`src/rtl/cfg_reconfig_responder.sv`:
```
// Device-side emulator of the internal-reconfiguration port: it accepts CONFIG
// requests, emulates an image load and reports success or a sticky error.
module cfg_reconfig_responder #(
    parameter logic [3:0] VALID_MASK  = 4'b0011,
    parameter int         LOAD_CYCLES = 16,
    parameter int         CNT_W       = 8
) (
    input  logic             clk,
    input  logic             rstn,
    input  logic [1:0]       cfg_CBSEL,
    input  logic             cfg_ENA,
    input  logic             cfg_CONFIG,
    output logic             cfg_ERROR,
    output logic             busy,
    output logic             loaded_valid,
    output logic [1:0]       loaded_image,
    output logic [CNT_W-1:0] req_count
);

    typedef enum logic [2:0] {
        S_IDLE,
        S_CHECK,
        S_LOAD,
        S_DONE,
        S_FAIL,
        S_WAIT_LOW
    } state_t;

    localparam logic [15:0] LOAD_INIT = 16'(LOAD_CYCLES - 1);

    state_t           state_q, state_d;
    logic             config_q;
    logic [1:0]       sel_q, sel_d;
    logic             err_q, err_d;
    logic             vld_q, vld_d;
    logic [1:0]       img_q, img_d;
    logic [CNT_W-1:0] cnt_q, cnt_d;
    logic [15:0]      ld_q, ld_d;
    logic             rise;

    // config_q starts at 0, so CONFIG already high at reset release is a rise.
    assign rise = cfg_CONFIG & ~config_q;

    always_comb begin
        state_d = state_q;
        sel_d   = sel_q;
        err_d   = err_q;
        vld_d   = 1'b0;
        img_d   = img_q;
        cnt_d   = cnt_q;
        ld_d    = ld_q;
        case (state_q)
            S_IDLE: begin
                if (rise && cfg_ENA) begin
                    sel_d   = cfg_CBSEL;
                    err_d   = 1'b0;
                    state_d = S_CHECK;
                    if (cnt_q != {CNT_W{1'b1}}) begin
                        cnt_d = cnt_q + CNT_W'(1);
                    end
                end
            end
            S_CHECK: begin
                if (VALID_MASK[sel_q]) begin
                    ld_d    = LOAD_INIT;
                    state_d = S_LOAD;
                end else begin
                    state_d = S_FAIL;
                end
            end
            S_LOAD: begin
                // Losing ENA mid-load takes priority over completing the load.
                if (!cfg_ENA) begin
                    state_d = S_FAIL;
                end else if (ld_q == 16'd0) begin
                    vld_d   = 1'b1;
                    img_d   = sel_q;
                    state_d = S_DONE;
                end else begin
                    ld_d = ld_q - 16'd1;
                end
            end
            S_DONE: begin
                state_d = S_WAIT_LOW;
            end
            S_FAIL: begin
                err_d   = 1'b1;
                state_d = S_WAIT_LOW;
            end
            S_WAIT_LOW: begin
                if (!cfg_CONFIG) begin
                    state_d = S_IDLE;
                end
            end
            default: begin
                state_d = S_IDLE;
            end
        endcase
    end

    always_ff @(posedge clk or negedge rstn) begin
        if (!rstn) begin
            state_q  <= S_IDLE;
            config_q <= 1'b0;
            sel_q    <= 2'd0;
            err_q    <= 1'b0;
            vld_q    <= 1'b0;
            img_q    <= 2'd0;
            cnt_q    <= '0;
            ld_q     <= 16'd0;
        end else begin
            state_q  <= state_d;
            config_q <= cfg_CONFIG;
            sel_q    <= sel_d;
            err_q    <= err_d;
            vld_q    <= vld_d;
            img_q    <= img_d;
            cnt_q    <= cnt_d;
            ld_q     <= ld_d;
        end
    end

    assign busy         = (state_q == S_CHECK) || (state_q == S_LOAD);
    assign cfg_ERROR    = err_q;
    assign loaded_valid = vld_q;
    assign loaded_image = img_q;
    assign req_count    = cnt_q;

endmodule

```
`config.mk`:
```
export PLATFORM = sky130hd
export DESIGN_NAME = cfg_reconfig_responder
export DESIGN_NICKNAME = d
export VERILOG_FILES = /design/src/rtl/cfg_reconfig_responder.sv
export SDC_FILE = /design/constraint.sdc
export NUM_CORES = 1
export LEC_CHECK = 0
export BUFFER_PORTS_ARGS = -buffer_cell sky130_fd_sc_hd__buf_2
export CAP_MARGIN = 0
export CORE_ASPECT_RATIO = 1.2
export CORE_UTILIZATION = 57
export CTS_CLUSTER_DIAMETER = 80
export DETAILED_ROUTE_END_ITERATION = 8
export PLACE_DENSITY_LB_ADDON = 0.25
export SETUP_SLACK_MARGIN = 0.5
export SLEW_MARGIN = 20
export SYNTH_ARGS = -nofsm -noshare
export SYNTH_HDL_FRONTEND = slang
export SYNTH_SLANG_ARGS = --single-unit
```
`constraint.sdc`:
```
create_clock -name clk -period 2.2 [get_ports clk]
set_input_delay 0.22 -clock clk [delete_from_list [all_inputs] [get_ports clk]]
set_output_delay 0.22 -clock clk [all_outputs]
set_load 0.1 [all_outputs]
```
==> metrics.txt <==
final setup fails 0; Final TNS setup 0 ns; nets 209; Rel. slew slack 51.6%; max-slew violation count 0; crit path cell chain inv_1 -> ha_2 -> nor3b_4 -> buf_4 -> and3_4 -> and4_4 -> mux2_4; layout cells sized above 1 47.5%; worst-path fanout max 5; Final Routed Wirelength 4070 µm; Core ar. 2810 µm²; register area share after synthesis 50.1%; Syn Std Cell Area 1700 µm²; number of remaining DRC errors 0; CP max-delay cell dfrtp_1; Hold Path Class in -> reg; CP max stage delay 0.44 ns; GRT Util Overall 26.6%; row count 21; ys flop type dfrtp_1; antenna cells 0; Port Buffers 18; fmax 502 MHz; overall die area 3200 µm²; CTS HTree Levels 2; CTS Root Cell clkbuf_4; syn avg cell area 10.6 µm²; RSZ-0062 raised after global routing true; GPL Wtd Cong 0.921; Fin. Hold Viols 0; grt met2 use 47.4%; I/O pin total 19; die width 51.8 µm; async set or reset register ratio after synthesis 100%; GR Overflow Total 0; Vias 1428; clk_lat worst skew 0.34 ns; CP Data Required Time 2.43 ns; DRT iter0 DRCs 48; Pwr per Cell Area 1020 nW/µm²; TritonRoute pass-1 iters 4; global-route wire length before repair 6020 µm; Critical Path Source Type register; CTS max path bufs 2; Die Span Y 61.8 µm; Worst Path Arrival 2.22 ns; WL per Instance 17.3 µm; Most Used Layer, Global Route met2; Num CTS Buffers 5; Initial Util 60.4%; setup slack, reg-to-reg 0.21 ns; Post-synth EDFFs 0; CTS tree yes; minimum clock period 1.99 ns; worst-margin pin slew 0.726 ns; critical path class reg -> reg; Cell variety after synth 42; Yosys warning total 0; Setup Skew 0.00839 ns; HPWL after DPL 2280 µm; Leak 0.00104 µW; initial antenna violation count 0; outcome complete, no violations; vias in the first global route 1320; area added between synthesis and finish 34.3%; met1 Resource Use GR 30.8%; Vias/cell 6.05; maxcap violations 0; cells after synthesis 161; TritonCTS Sinks 34; post-synth net total 169; CP endpoint kind register; worst hold margin 0.0239 ns; largest net degree at the start of global routing 35; #FFs+latches synth 34; fin util 81.2%; Clk pin slew, worst setup/hold paths 0.10 ns; Post-DRT Antenna Nets 0; GRT met3 Usage 7.30%; worst IR drop on VDD 0.908 mV; fin crit share 90.5%
-- stage by stage --
stage	worst slack, ns	cell area (µm²)	power [µW]	std cells
final	0.209	2280	2320	236
after CTS	0.279	2160	2190	230
after global routing	0.159	2280	2430	236
after detailed placement	0.211	1900	1660	210
after global placement	0.249	1900	1640	210
after floorplan	0.237	1790	1540	161
-- layout by cell type (no fill, tap or decap), types with 2 or more instances in the layout --
cell type / synthesis / final
a21oi_2: 0 / 2
buf_6: 2 / 3
mux2_2: 5 / 2
mux2_4: 0 / 3
a31oi_1: 3 / 2
clkbuf_4: 0 / 5
dfrtp_4: 0 / 4
or4_4: 0 / 2
nor4_1: 4 / 3
buf_4: 0 / 16
dfrtp_2: 0 / 6
and3_4: 0 / 4
o21ai_0: 6 / 3
inv_1: 3 / 3
dfrtp_1: 34 / 24
nor3_1: 6 / 4
nand3_1: 9 / 6
xor2_1: 11 / 11
clkbuf_8: 0 / 3
a21oi_1: 6 / 3
nand4_1: 6 / 6
nand3_2: 0 / 2
nor3_4: 0 / 2
nor2_1: 15 / 14
buf_2: 2 / 17
o21a_1: 3 / 2
o21ai_2: 1 / 3
nand2_1: 7 / 6
xnor2_1: 5 / 5
-- path summary, 6_finish.rpt --
kind                                     startpoint                          end  depth (start not counted)
max                             ld_q[1]$_DFFE_PN0P_  loaded_image[0]$_DFFE_PN0P_                          7
min                                      cfg_CONFIG           config_q$_DFF_PN0_                          1
max reg2reg                     ld_q[1]$_DFFE_PN0P_  loaded_image[0]$_DFFE_PN0P_                          7
min reg2reg                req_count[6]$_DFFE_PN0P_     req_count[6]$_DFFE_PN0P_                          1
max in group asynchronous                      rstn     req_count[0]$_DFFE_PN0P_                          2
min in group asynchronous                      rstn          ld_q[4]$_DFFE_PN0P_                          2
-- state kept, by name, summed over array words and instances, names as in the netlist --
register,flops
cfg_ERROR,1
config_q,1
ld_q,16
loaded_image,2
loaded_valid,1
req_count,8
sel_q,2
state_q,3
-- power by group --
group	internal [µW]	switching [µW]	total, µW
Combinational	346	705	1050
Clock	218	215	433
Sequential	730	106	837
Total	1290	1030	2320
-- cells by family after synthesis --
group,share of synthesized area (%)
AND/OR/NAND/NOR,21.3
XOR/XNOR,8.25
adder cells (fa/ha/maj),1.47
flip-flops,50.1
multiplexers,3.31
AO/OA/AOI/OAI,12.8
buffers and inverters,2.80
-- worst max-delay path: cells and delay by family (launching register included) --
family / cells / cell delay, ns
adder cells (fa/ha/maj): 1 / 0.18
buffers and inverters: 2 / 0.24
flip-flops: 1 / 0.44
multiplexers: 1 / 0.30
AND/OR/NAND/NOR: 3 / 0.72
-- final cells by class --
cell class	count	area [µm²]
Inverter	3	11.3
Sequential cell	34	873
Clock buffer	8	78.8
Multi-Input combinational cell	119	1010
Fill cell	150	529
Tap cell	34	42.5
Timing Repair Buffer	38	269
-- cell usage after synthesis (2+ instances only) --
cell type  number  area share (%)
dfrtp_1        34              50
nor2_1         15             3.3
xor2_1         11             5.7
nand3_1         9             2.7
nand2_1         7             1.5
a21oi_1         6             1.8
nand4_1         6             2.2
nor3_1          6             1.8
o21ai_0         6             1.8
mux2_2          5             3.3
xnor2_1         5             2.6
and3_1          4             1.5
nor4_1          4             1.5
a31oi_1         3             1.1
inv_1           3            0.66
o21a_1          3             1.3
or4_1           3             1.3
a211oi_1        2            0.88
buf_2           2            0.59
buf_6           2             1.3
ha_1            2             1.5
o31ai_1         2            0.88
or3_1           2            0.74
-- metal layers --
metal	share of wire [%]	wire length (µm)
met5	0	0
met4	2.3	95
met3	2.7	111
met2	55	2240
met1	40	1620
-- what timing repair did --
action | in CTS | in global routing
setup buffers | 11 | 6
hold endpoints to repair | 34 | 0
gates resized for setup | 22 | 18
endpoints found under the setup margin | 19 | 26
hold buffers | 1 | 0
pin swaps | 10 | 13
Power figures use the tool's default switching activity.
